$ cat src/rtl/mem_stage_if.sv
// mem_stage pipeline interface: exe->mem, mem->wb handshakes,
// feedback buses and data SRAM read response.
interface mem_stage_if #(
  parameter int ES_TO_MS_BUS_WD = 77,
  parameter int MS_TO_WS_BUS_WD = 76,
  parameter int MS_TO_DS_BUS_WD = 39
);
  logic                       es_to_ms_valid;
  logic [ES_TO_MS_BUS_WD-1:0] es_to_ms_bus;
  logic                       ms_allowin;
  logic                       ws_allowin;
  logic                       ws_flush;
  logic                       ms_to_ws_valid;
  logic [MS_TO_WS_BUS_WD-1:0] ms_to_ws_bus;
  logic                       ms_to_es_bus;
  logic [MS_TO_DS_BUS_WD-1:0] ms_to_ds_bus;
  logic                       data_sram_rvalid;
  logic [31:0]                data_sram_rdata;

  modport slave (
    input  es_to_ms_valid, es_to_ms_bus,
    input  ws_allowin, ws_flush,
    input  data_sram_rvalid, data_sram_rdata,
    output ms_allowin, ms_to_ws_valid, ms_to_ws_bus,
    output ms_to_es_bus, ms_to_ds_bus
  );

  modport master (
    output es_to_ms_valid, es_to_ms_bus,
    output ws_allowin, ws_flush,
    output data_sram_rvalid, data_sram_rdata,
    input  ms_allowin, ms_to_ws_valid, ms_to_ws_bus,
    input  ms_to_es_bus, ms_to_ds_bus
  );
endinterface

$ cat src/rtl/mem_stage.sv
// MIPS memory-access stage: registers exe bus, waits for load data,
// buffers it under wb backpressure, drains orphaned reads after flush.
module mem_stage (
  input logic        clk,
  input logic        resetn,
  mem_stage_if.slave ms
);
  localparam int ES_WD = 77;

  localparam logic [1:0] IDLE  = 2'd0;
  localparam logic [1:0] WAIT  = 2'd1;
  localparam logic [1:0] HOLD  = 2'd2;
  localparam logic [1:0] DRAIN = 2'd3;

  logic [1:0]       state;
  logic [1:0]       state_nxt;
  logic             ms_valid;
  logic [ES_WD-1:0] bus_r;
  logic [31:0]      hold_r;

  logic        r_ex;
  logic [4:0]  r_excode;
  logic        r_rfm;
  logic        r_gr_we;
  logic [4:0]  r_dest;
  logic [31:0] r_alu;
  logic [31:0] r_pc;

  assign {r_ex, r_excode, r_rfm, r_gr_we,
          r_dest, r_alu, r_pc} = bus_r;

  logic ms_ready_go;
  logic allowin;
  logic capture;
  logic need_data;
  logic is_load;
  logic rvalid;
  logic flush;
  logic [31:0] final_result;
  logic fwd_we;
  logic fwd_stall;

  assign rvalid  = ms.data_sram_rvalid;
  assign flush   = ms.ws_flush;
  assign is_load = r_rfm & ~r_ex;

  assign ms_ready_go = ~is_load
                     | (state == HOLD)
                     | ((state == WAIT) & rvalid);

  assign allowin = (state != DRAIN)
                 & (~ms_valid | (ms_ready_go & ms.ws_allowin));

  assign capture   = ms.es_to_ms_valid & allowin & ~flush;
  assign need_data = capture
                   & ms.es_to_ms_bus[70]
                   & ~ms.es_to_ms_bus[76];

  // Loads take SRAM data live in WAIT, buffered data in HOLD.
  always_comb begin
    final_result = r_alu;
    if (is_load)
      final_result = (state == HOLD) ? hold_r
                                     : ms.data_sram_rdata;
  end

  assign fwd_we    = ms_valid & r_gr_we & ~r_ex
                   & (r_dest != 5'd0);
  assign fwd_stall = fwd_we & r_rfm & ~ms_ready_go;

  assign ms.ms_allowin     = allowin;
  assign ms.ms_to_ws_valid = ms_valid & ms_ready_go & ~flush;
  assign ms.ms_to_ws_bus   = {r_ex, r_excode, r_gr_we, r_dest,
                              final_result, r_pc};
  assign ms.ms_to_es_bus   = ms_valid & r_ex;
  assign ms.ms_to_ds_bus   = {fwd_we, fwd_stall, r_dest,
                              final_result};

  // Load-response FSM next state; flush always beats capture.
  always_comb begin
    state_nxt = state;
    unique case (state)
      IDLE:
        if (need_data) state_nxt = WAIT;
      WAIT:
        if (flush)
          state_nxt = rvalid ? IDLE : DRAIN;
        else if (rvalid)
          state_nxt = ms.ws_allowin
                    ? (need_data ? WAIT : IDLE)
                    : HOLD;
      HOLD:
        if (flush)
          state_nxt = IDLE;
        else if (ms.ws_allowin)
          state_nxt = need_data ? WAIT : IDLE;
      DRAIN:
        if (rvalid) state_nxt = IDLE;
      default:
        state_nxt = IDLE;
    endcase
  end

  // FSM state register.
  always_ff @(posedge clk or negedge resetn) begin
    if (!resetn) state <= IDLE;
    else         state <= state_nxt;
  end

  // Stage valid bit: flush kills, otherwise refill on allowin.
  always_ff @(posedge clk or negedge resetn) begin
    if (!resetn)    ms_valid <= 1'b0;
    else if (flush) ms_valid <= 1'b0;
    else if (allowin)
      ms_valid <= ms.es_to_ms_valid;
  end

  // Payload register from exe_stage.
  always_ff @(posedge clk or negedge resetn) begin
    if (!resetn)      bus_r <= '0;
    else if (capture) bus_r <= ms.es_to_ms_bus;
  end

  // Buffer load data that arrives while wb_stage stalls.
  always_ff @(posedge clk or negedge resetn) begin
    if (!resetn)
      hold_r <= '0;
    else if ((state == WAIT) & rvalid
             & ~ms.ws_allowin & ~flush)
      hold_r <= ms.data_sram_rdata;
  end
endmodule

$ cat src/flat_wrapper.sv
// flat-port wrapper written by rule: the top's interface ports become plain ports
module mem_stage_flat 
  (clk, resetn, ms_es_to_ms_valid, ms_es_to_ms_bus, ms_ws_allowin, ms_ws_flush, ms_data_sram_rvalid, ms_data_sram_rdata, ms_ms_allowin, ms_ms_to_ws_valid, ms_ms_to_ws_bus, ms_ms_to_es_bus, ms_ms_to_ds_bus);
  mem_stage_if ms_i ();
  input logic clk;
  input logic resetn;
  input wire logic [$bits(ms_i.es_to_ms_valid)-1:0] ms_es_to_ms_valid;
  input wire logic [$bits(ms_i.es_to_ms_bus)-1:0] ms_es_to_ms_bus;
  input wire logic [$bits(ms_i.ws_allowin)-1:0] ms_ws_allowin;
  input wire logic [$bits(ms_i.ws_flush)-1:0] ms_ws_flush;
  input wire logic [$bits(ms_i.data_sram_rvalid)-1:0] ms_data_sram_rvalid;
  input wire logic [$bits(ms_i.data_sram_rdata)-1:0] ms_data_sram_rdata;
  output wire logic [$bits(ms_i.ms_allowin)-1:0] ms_ms_allowin;
  output wire logic [$bits(ms_i.ms_to_ws_valid)-1:0] ms_ms_to_ws_valid;
  output wire logic [$bits(ms_i.ms_to_ws_bus)-1:0] ms_ms_to_ws_bus;
  output wire logic [$bits(ms_i.ms_to_es_bus)-1:0] ms_ms_to_es_bus;
  output wire logic [$bits(ms_i.ms_to_ds_bus)-1:0] ms_ms_to_ds_bus;
  assign ms_i.es_to_ms_valid = ms_es_to_ms_valid;
  assign ms_i.es_to_ms_bus = ms_es_to_ms_bus;
  assign ms_i.ws_allowin = ms_ws_allowin;
  assign ms_i.ws_flush = ms_ws_flush;
  assign ms_i.data_sram_rvalid = ms_data_sram_rvalid;
  assign ms_i.data_sram_rdata = ms_data_sram_rdata;
  assign ms_ms_allowin = ms_i.ms_allowin;
  assign ms_ms_to_ws_valid = ms_i.ms_to_ws_valid;
  assign ms_ms_to_ws_bus = ms_i.ms_to_ws_bus;
  assign ms_ms_to_es_bus = ms_i.ms_to_es_bus;
  assign ms_ms_to_ds_bus = ms_i.ms_to_ds_bus;
  mem_stage u_core (.clk(clk), .resetn(resetn), .ms(ms_i));
endmodule
$ cat config.mk
export PLATFORM = sky130hd
export DESIGN_NAME = mem_stage_flat
export DESIGN_NICKNAME = d
export VERILOG_FILES = /design/src/rtl/mem_stage_if.sv /design/src/rtl/mem_stage.sv /design/src/flat_wrapper.sv
export SDC_FILE = /design/constraint.sdc
export NUM_CORES = 1
export LEC_CHECK = 0
export ABC_AREA = 1
export BUFFER_PORTS_ARGS = -buffer_cell sky130_fd_sc_hd__buf_2
export CAP_MARGIN = 20
export CORE_MARGIN = 5
export CORE_UTILIZATION = 40
export CTS_BUF_LIST = sky130_fd_sc_hd__clkbuf_8
export CTS_CLUSTER_SIZE = 28
export DETAILED_ROUTE_END_ITERATION = 10
export PLACE_DENSITY = 0.68
export SYNTH_ARGS = -nofsm -noshare
export SYNTH_HDL_FRONTEND = slang
export SYNTH_SLANG_ARGS = --single-unit
export TNS_END_PERCENT = 50
$ cat constraint.sdc
create_clock -name clk -period 3.5 [get_ports clk]
set_clock_uncertainty 0.15 [all_clocks]
set_input_delay 0.35 -clock clk [delete_from_list [all_inputs] [get_ports clk]]
set_output_delay 0.35 -clock clk [all_outputs]
set_load 0.02 [all_outputs]
==> results.toml, run 1 <==
[status]
status = "completed"

[routing]
wire_per_inst_um = 14.8
drt_iter0_markers = 261
viasPerCell = 4.71
met3WireLength_um = 1060
wl_met2_um = 7850
top_layer_used = "met5"
ant_nets = 0
drcViolationCount = 0
via_count = 5017
dr.pass1.iters = 4
routed_wl_um = 15800
wl_met1_um = 6520

[logic_synthesis]
netlist_area_mm2 = 0.00568
synth_nets = 785
ys_seq_area_share_pct = 49.3
synth_seq_cells = 112
async_reset_ff_share_pct = 100
yosysWarnings = 0
synth_top_area_cell = "dfrtp_1"
synthCells = 670
synth_top_area_share_pct = 49.3
avgSynthCellArea_um2 = 8.48
synth_area_leaders = "dfrtp_1 (49%), nand2_1 (16%), buf_4 (11%)"
synth_edf_count = 0
synth_cell_types = 24
synth_flop_cell = "dfrtp_1"

[timing]
fin_crit_sh_pct = 81.2
period_needed_ps = 2840
fmax_ghz = 0.352
hold_viol_final = 0
worstMarginPinSlew_ps = 843
slew-limit-headroom_pct = 43.7
rsz0062_at_grt = "no"
slew_violations = 0
final.setup.tns_ps = 0
setup_viol = 0

[setup_path]
endpoint_kind = "output port"
critPathMaxFanout = 19
crit_arrival_ps = 2340
cp_data_required_time_ps = 3000
path_class = "flip-flop to output port"
startpoint_type = "flip-flop"

[cells_and_area]
multi_input_area_mm2 = 0.00203
finalNetCount = 995
fillCellCount = 1329
area_delta_synth_final_pct = 28.4
drive_gt1_share_pct = 33.9
fin_area_mm2 = 0.00729
register_area_mm2 = 0.00280

[placed_design]
dpl.hpwl_um = 10500
placed_area_mm2 = 0.00636
io_buffers = 232
gp_congestion = 0.782

[flow_run]
drv_cap = 0

[global_route]
grt_pass1_vias = 4955
gr-usage-all-layers_pct = 18.5
grt_pass1_wl_um = 24600
antenna_found_initial = 1
overflow = 0
grt_max_degree = 77

[clock_network]
clockRootBuffer = "clkbuf_8"
htreeDepth = 3
clk_latency_ps = 380
clk_pin_slew_ps = 100
cts_tree = "done"
cts.path.max_buffers = 2
clock-sinks = 112
post-cts-setup-buffers = 0
cts-buffers-inserted = 9

[power_and_ir_drop]
leakage_nw = 3.92
peakVddDrop_mv = 0.384
cellPowerDensity_mw_per_mm2 = 602

[die]
dieArea_mm2 = 0.0167
rows = 43
ios = 233
fp.dieH_um = 129
start_util_pct = 40.9
core_area_mm2 = 0.0139
dieWidth_um = 129

[hold_path]
hp-class = "primary input to flip-flop"
[worst max-delay path, cell delays in order, from the launching register on]
cell	delay (ps)
dfrtp_1	420
inv_2	100
nand2_2	240
buf_4	290
clkinv_1	70
buf_4	240
nor2_1	70
o21ai_0	300
buf_2	240
[per-stage QoR]
step | hold WS, ps | total power, W | setup slack, ps | util, % | std cells
after floorplan | -95.6 | 0.00327 | 1190 | - | 670
after CTS | 0.944 | 0.00444 | 658 | 52.5 | 1065
after global placement | 282 | 0.00355 | 1140 | 45.8 | 976
final | 33.9 | 0.00439 | 659 | 52.6 | 1066
after global routing | 20.1 | 0.00469 | 492 | 52.5 | 1065
after detailed placement | 277 | 0.00358 | 1070 | 45.8 | 976
[what timing repair did]
item,4_1_cts,5_1_grt
gates resized for setup,0,0
hold buffers,73,0
hold endpoints to repair,123,0
endpoints found under the setup margin,0,0
[final timing paths]
check / startpoint / endpoint / slack (ps) / cells after the start
min in group asynchronous: resetn / u_core.bus_r[19] / 390 / 2
min: ms_es_to_ms_bus[31] / u_core.bus_r[31] / 30 / 3
max reg2reg: u_core.state[0] / u_core.bus_r[71] / 1090 / 12
max: u_core.state[0] / ms_ms_to_ds_bus[3] / 660 / 8
max in group asynchronous: resetn / u_core.bus_r[55] / 2050 / 3
min reg2reg: u_core.bus_r[0] / u_core.bus_r[0] / 330 / 2
[final cells by class]
type                            count  area share (%)
Antenna cell                        1          0.0343
Clock inverter                      3           0.309
Multi-Input combinational cell    429            27.8
Inverter                           12           0.617
Clock buffer                       13            2.45
Timing Repair Buffer              316            27.3
Sequential cell                   112            38.4
Tap cell                          180            3.09
[report_power, final]
group | switching [W] | total (W) | internal [W]
combinational | 0.00110 | 0.00176 | 0.000662
sequential | 0.000182 | 0.00185 | 0.00167
clock | 0.000437 | 0.000778 | 0.000340
total | 0.00172 | 0.00439 | 0.00267
[layer usage]
layer | GRT usage, % | up-vias
met2 | 32.0 | 183
met1 | 23.1 | 2334
li1 | - | 2471
met5 | 0 | -
met3 | 3.79 | 27
met4 | 6.30 | 2
[sequential cells by signal, summed over array words and instances (netlist names)]
signal and cells:
u_core.bus_r 77, u_core.hold_r 32, u_core.ms_valid 1, u_core.state 2
[kinds of logic after synthesis]
kind of cell | share of synthesized area [%]
muxes | 6.34
and+or+nand+nor | 20.0
AOI/OAI and AO/OA | 9.30
DFF | 49.3
buffers and inverters | 15.0
[cells in the mapped netlist, types with 3 or more instances]
master	n
nand2_1	239
dfrtp_1	112
o21ai_0	98
buf_4	87
nor2_1	40
mux2_2	32
clkbuf_1	15
buf_2	11
inv_1	8
nand3_1	5
buf_6	4
a21oi_1	3
inv_2	3
[cells in the final DEF, fill, tap and decap left out, types with 2 or more instances in the layout]
master and instances:
mux2_2 32, nand4_1 2, nand3_1 4, dlygate4sd3_1 73, inv_1 8, a21oi_1 3, buf_2 231, inv_2 3
nor2_1 40, o21ai_0 98, clkbuf_8 13, dfrtp_1 112, nand3_2 2, nand2_1 239, nor3_1 2, buf_4 11
No activity file was read; power rests on OpenSTA's default activity.
==> inputs of run 2 (changes only) <==
--- a/config.mk
+++ b/config.mk
@@ -13,7 +13,7 @@
 export CTS_BUF_LIST = sky130_fd_sc_hd__clkbuf_8
 export CTS_CLUSTER_SIZE = 28
 export DETAILED_ROUTE_END_ITERATION = 10
-export PLACE_DENSITY = 0.68
+export PLACE_DENSITY = 0.71
 export SYNTH_ARGS = -nofsm -noshare
 export SYNTH_HDL_FRONTEND = slang
 export SYNTH_SLANG_ARGS = --single-unit
==> constraint.sdc (replaced) <==
create_clock -name clk -period 2.6 [get_ports clk]
set_clock_uncertainty 0.15 [all_clocks]
set_input_delay 0.26 -clock clk [delete_from_list [all_inputs] [get_ports clk]]
set_output_delay 0.26 -clock clk [all_outputs]
set_load 0.02 [all_outputs]
==> run 2 against run 1 <==
Effect of this change: critical path depth decreased by 1; global-route usage increased by 1.3 points; worst hold slack improved by 5.9 ps; non-clock buffer count increased by 37; sequential share of layout area decreased by 2.2 points; sequential power increased by 35%; largest power group unchanged; highest routed layer is now met4.
==> results.toml, run 2 (synthesis gave the netlist of run 1 again) <==
[timing]
hold_viol_final = 0
layout_setup_ws_ps = 204
setup_viol = 0
fin_crit_sh_pct = 92.2
slew_violations = 0
rsz0062_at_grt = "no"
period_needed_ps = 2400
worstMarginPinSlew_ps = 567
final.setup.tns_ps = 0
fmax_ghz = 0.417
slew-limit-headroom_pct = 62.2

[setup_path]
cp_data_required_time_ps = 2190
r2r_cells = 12
critPathMaxFanout = 29
endpoint_kind = "output port"
path_class = "flip-flop to output port"
startpoint_type = "flip-flop"
crit_arrival_ps = 1990

[routing]
drcViolationCount = 0
routed_wl_um = 16600
wire_per_inst_um = 15.0
ant_nets = 0
viasPerCell = 4.76
drt_iter0_markers = 293
dr.pass1.iters = 5
via_count = 5258

[clock_network]
clk_pin_slew_ps = 100
post-cts-setup-buffers = 0
cts-buffers-inserted = 9
cts_tree = "done"
clk_latency_ps = 390
cts.path.max_buffers = 2
clock-sinks = 112
htreeDepth = 3
clockRootBuffer = "clkbuf_8"

[die]
dieWidth_um = 129
ios = 233
dieArea_mm2 = 0.0167
rows = 43
start_util_pct = 40.9
fp.dieH_um = 129
core_area_mm2 = 0.0139

[placed_design]
pre_cts_slack_ps = 588
place_inst = 977
io_buffers = 232
dpl.hpwl_um = 10500
gp_congestion = 0.751

[cells_and_area]
layout_common_cells = "nand2_1 (239), buf_2 (231), dfrtp_1 (112), dlygate4sd3_1 (109), o21ai_0 (97)"
finalNetCount = 1032
final_common_cell = "nand2_1"
stdcell_count = 1104
drive_gt1_share_pct = 32.5
regMostFlops = "u_core.bus_r"
area_delta_synth_final_pct = 36.2
utilization_pct = 55.7
largest_register_ffs = 77
top_regs = "u_core.bus_r: 77 flops, u_core.hold_r: 32 flops, u_core.state: 2 flops"

[global_route]
overflow = 0
grt_max_degree = 58
grt_pass1_wl_um = 26000
gr-usage-all-layers_pct = 19.8
antenna_found_initial = 0
grt_pass1_vias = 5190

[power_and_ir_drop]
cellPowerDensity_mw_per_mm2 = 790
peakVddDrop_mv = 0.406
power.total_w = 0.00612
leakage_nw = 4.10

[flow_run]
drv_cap = 0

[hold_path]
hold_depth = 4
hp-class = "primary input to flip-flop"

[status]
status = "completed"
run 2: cell type report:
| cell class | count | area [um2] |
|---|---|---|
| fill | 1238 | 6140 |
| sequential | 112 | 2800 |
| timing repair buffer | 353 | 2410 |
| multi-input combinational | 429 | 2030 |
| tap | 180 | 225 |
| clock buffer | 10 | 138 |
| clock inverter | 6 | 82.6 |
| inverter | 12 | 45.0 |
| antenna | 2 | 5.00 |
run 2: worst paths after layout:
check                                       from                  to  slack (ps)
worst max-delay path             u_core.state[0]  ms_ms_to_ds_bus[1]         200
worst max register to register   u_core.state[1]    u_core.bus_r[46]         590
worst min register to register  u_core.bus_r[42]    u_core.bus_r[42]         330
min in group asynchronous                 resetn   u_core.hold_r[18]         260
worst min-delay path               ms_ws_allowin     u_core.state[1]          40
max in group asynchronous                 resetn     u_core.state[1]        1340
run 2: metal layers:
layer / vias up / track usage, % / wire (um)
li1: 2548 / - / -
met1: 2499 / 24.5 / 6820
met2: 185 / 34.5 / 8430
met3: 26 / 3.42 / 944
met4: 0 / 7.91 / 385
met5: - / 0 / 0
run 2: power breakdown:
group          switching (W)  leakage [nW]  internal, W
clock               0.000596         0.118     0.000567
combinational        0.00152          2.60     0.000942
sequential          0.000247          1.38      0.00224
total                0.00236          4.10      0.00375
run 2: per-stage QoR:
stage | cell area (um2) | hold slack, ps
finish | 7740 | 39.9
global route | 7730 | 60.6
CTS | 7730 | 5.40
detailed placement | 6420 | 135
global placement | 6420 | 134
floorplan | 5680 | -186
run 2: critical path, stage by stage (launching register included):
cell and delay (ps):
dfrtp_1 430, inv_2 100, nand2_2 90, clkinv_1 170, buf_12 220, nor2_1 50
o21ai_0 290, buf_2 230
run 2: what timing repair did:
item | 4_1_cts | 5_1_grt
setup endpoints to repair | 0 | 22
hold buffers | 109 | 0
resized for setup | 0 | 2
hold endpoints to repair | 148 | 0
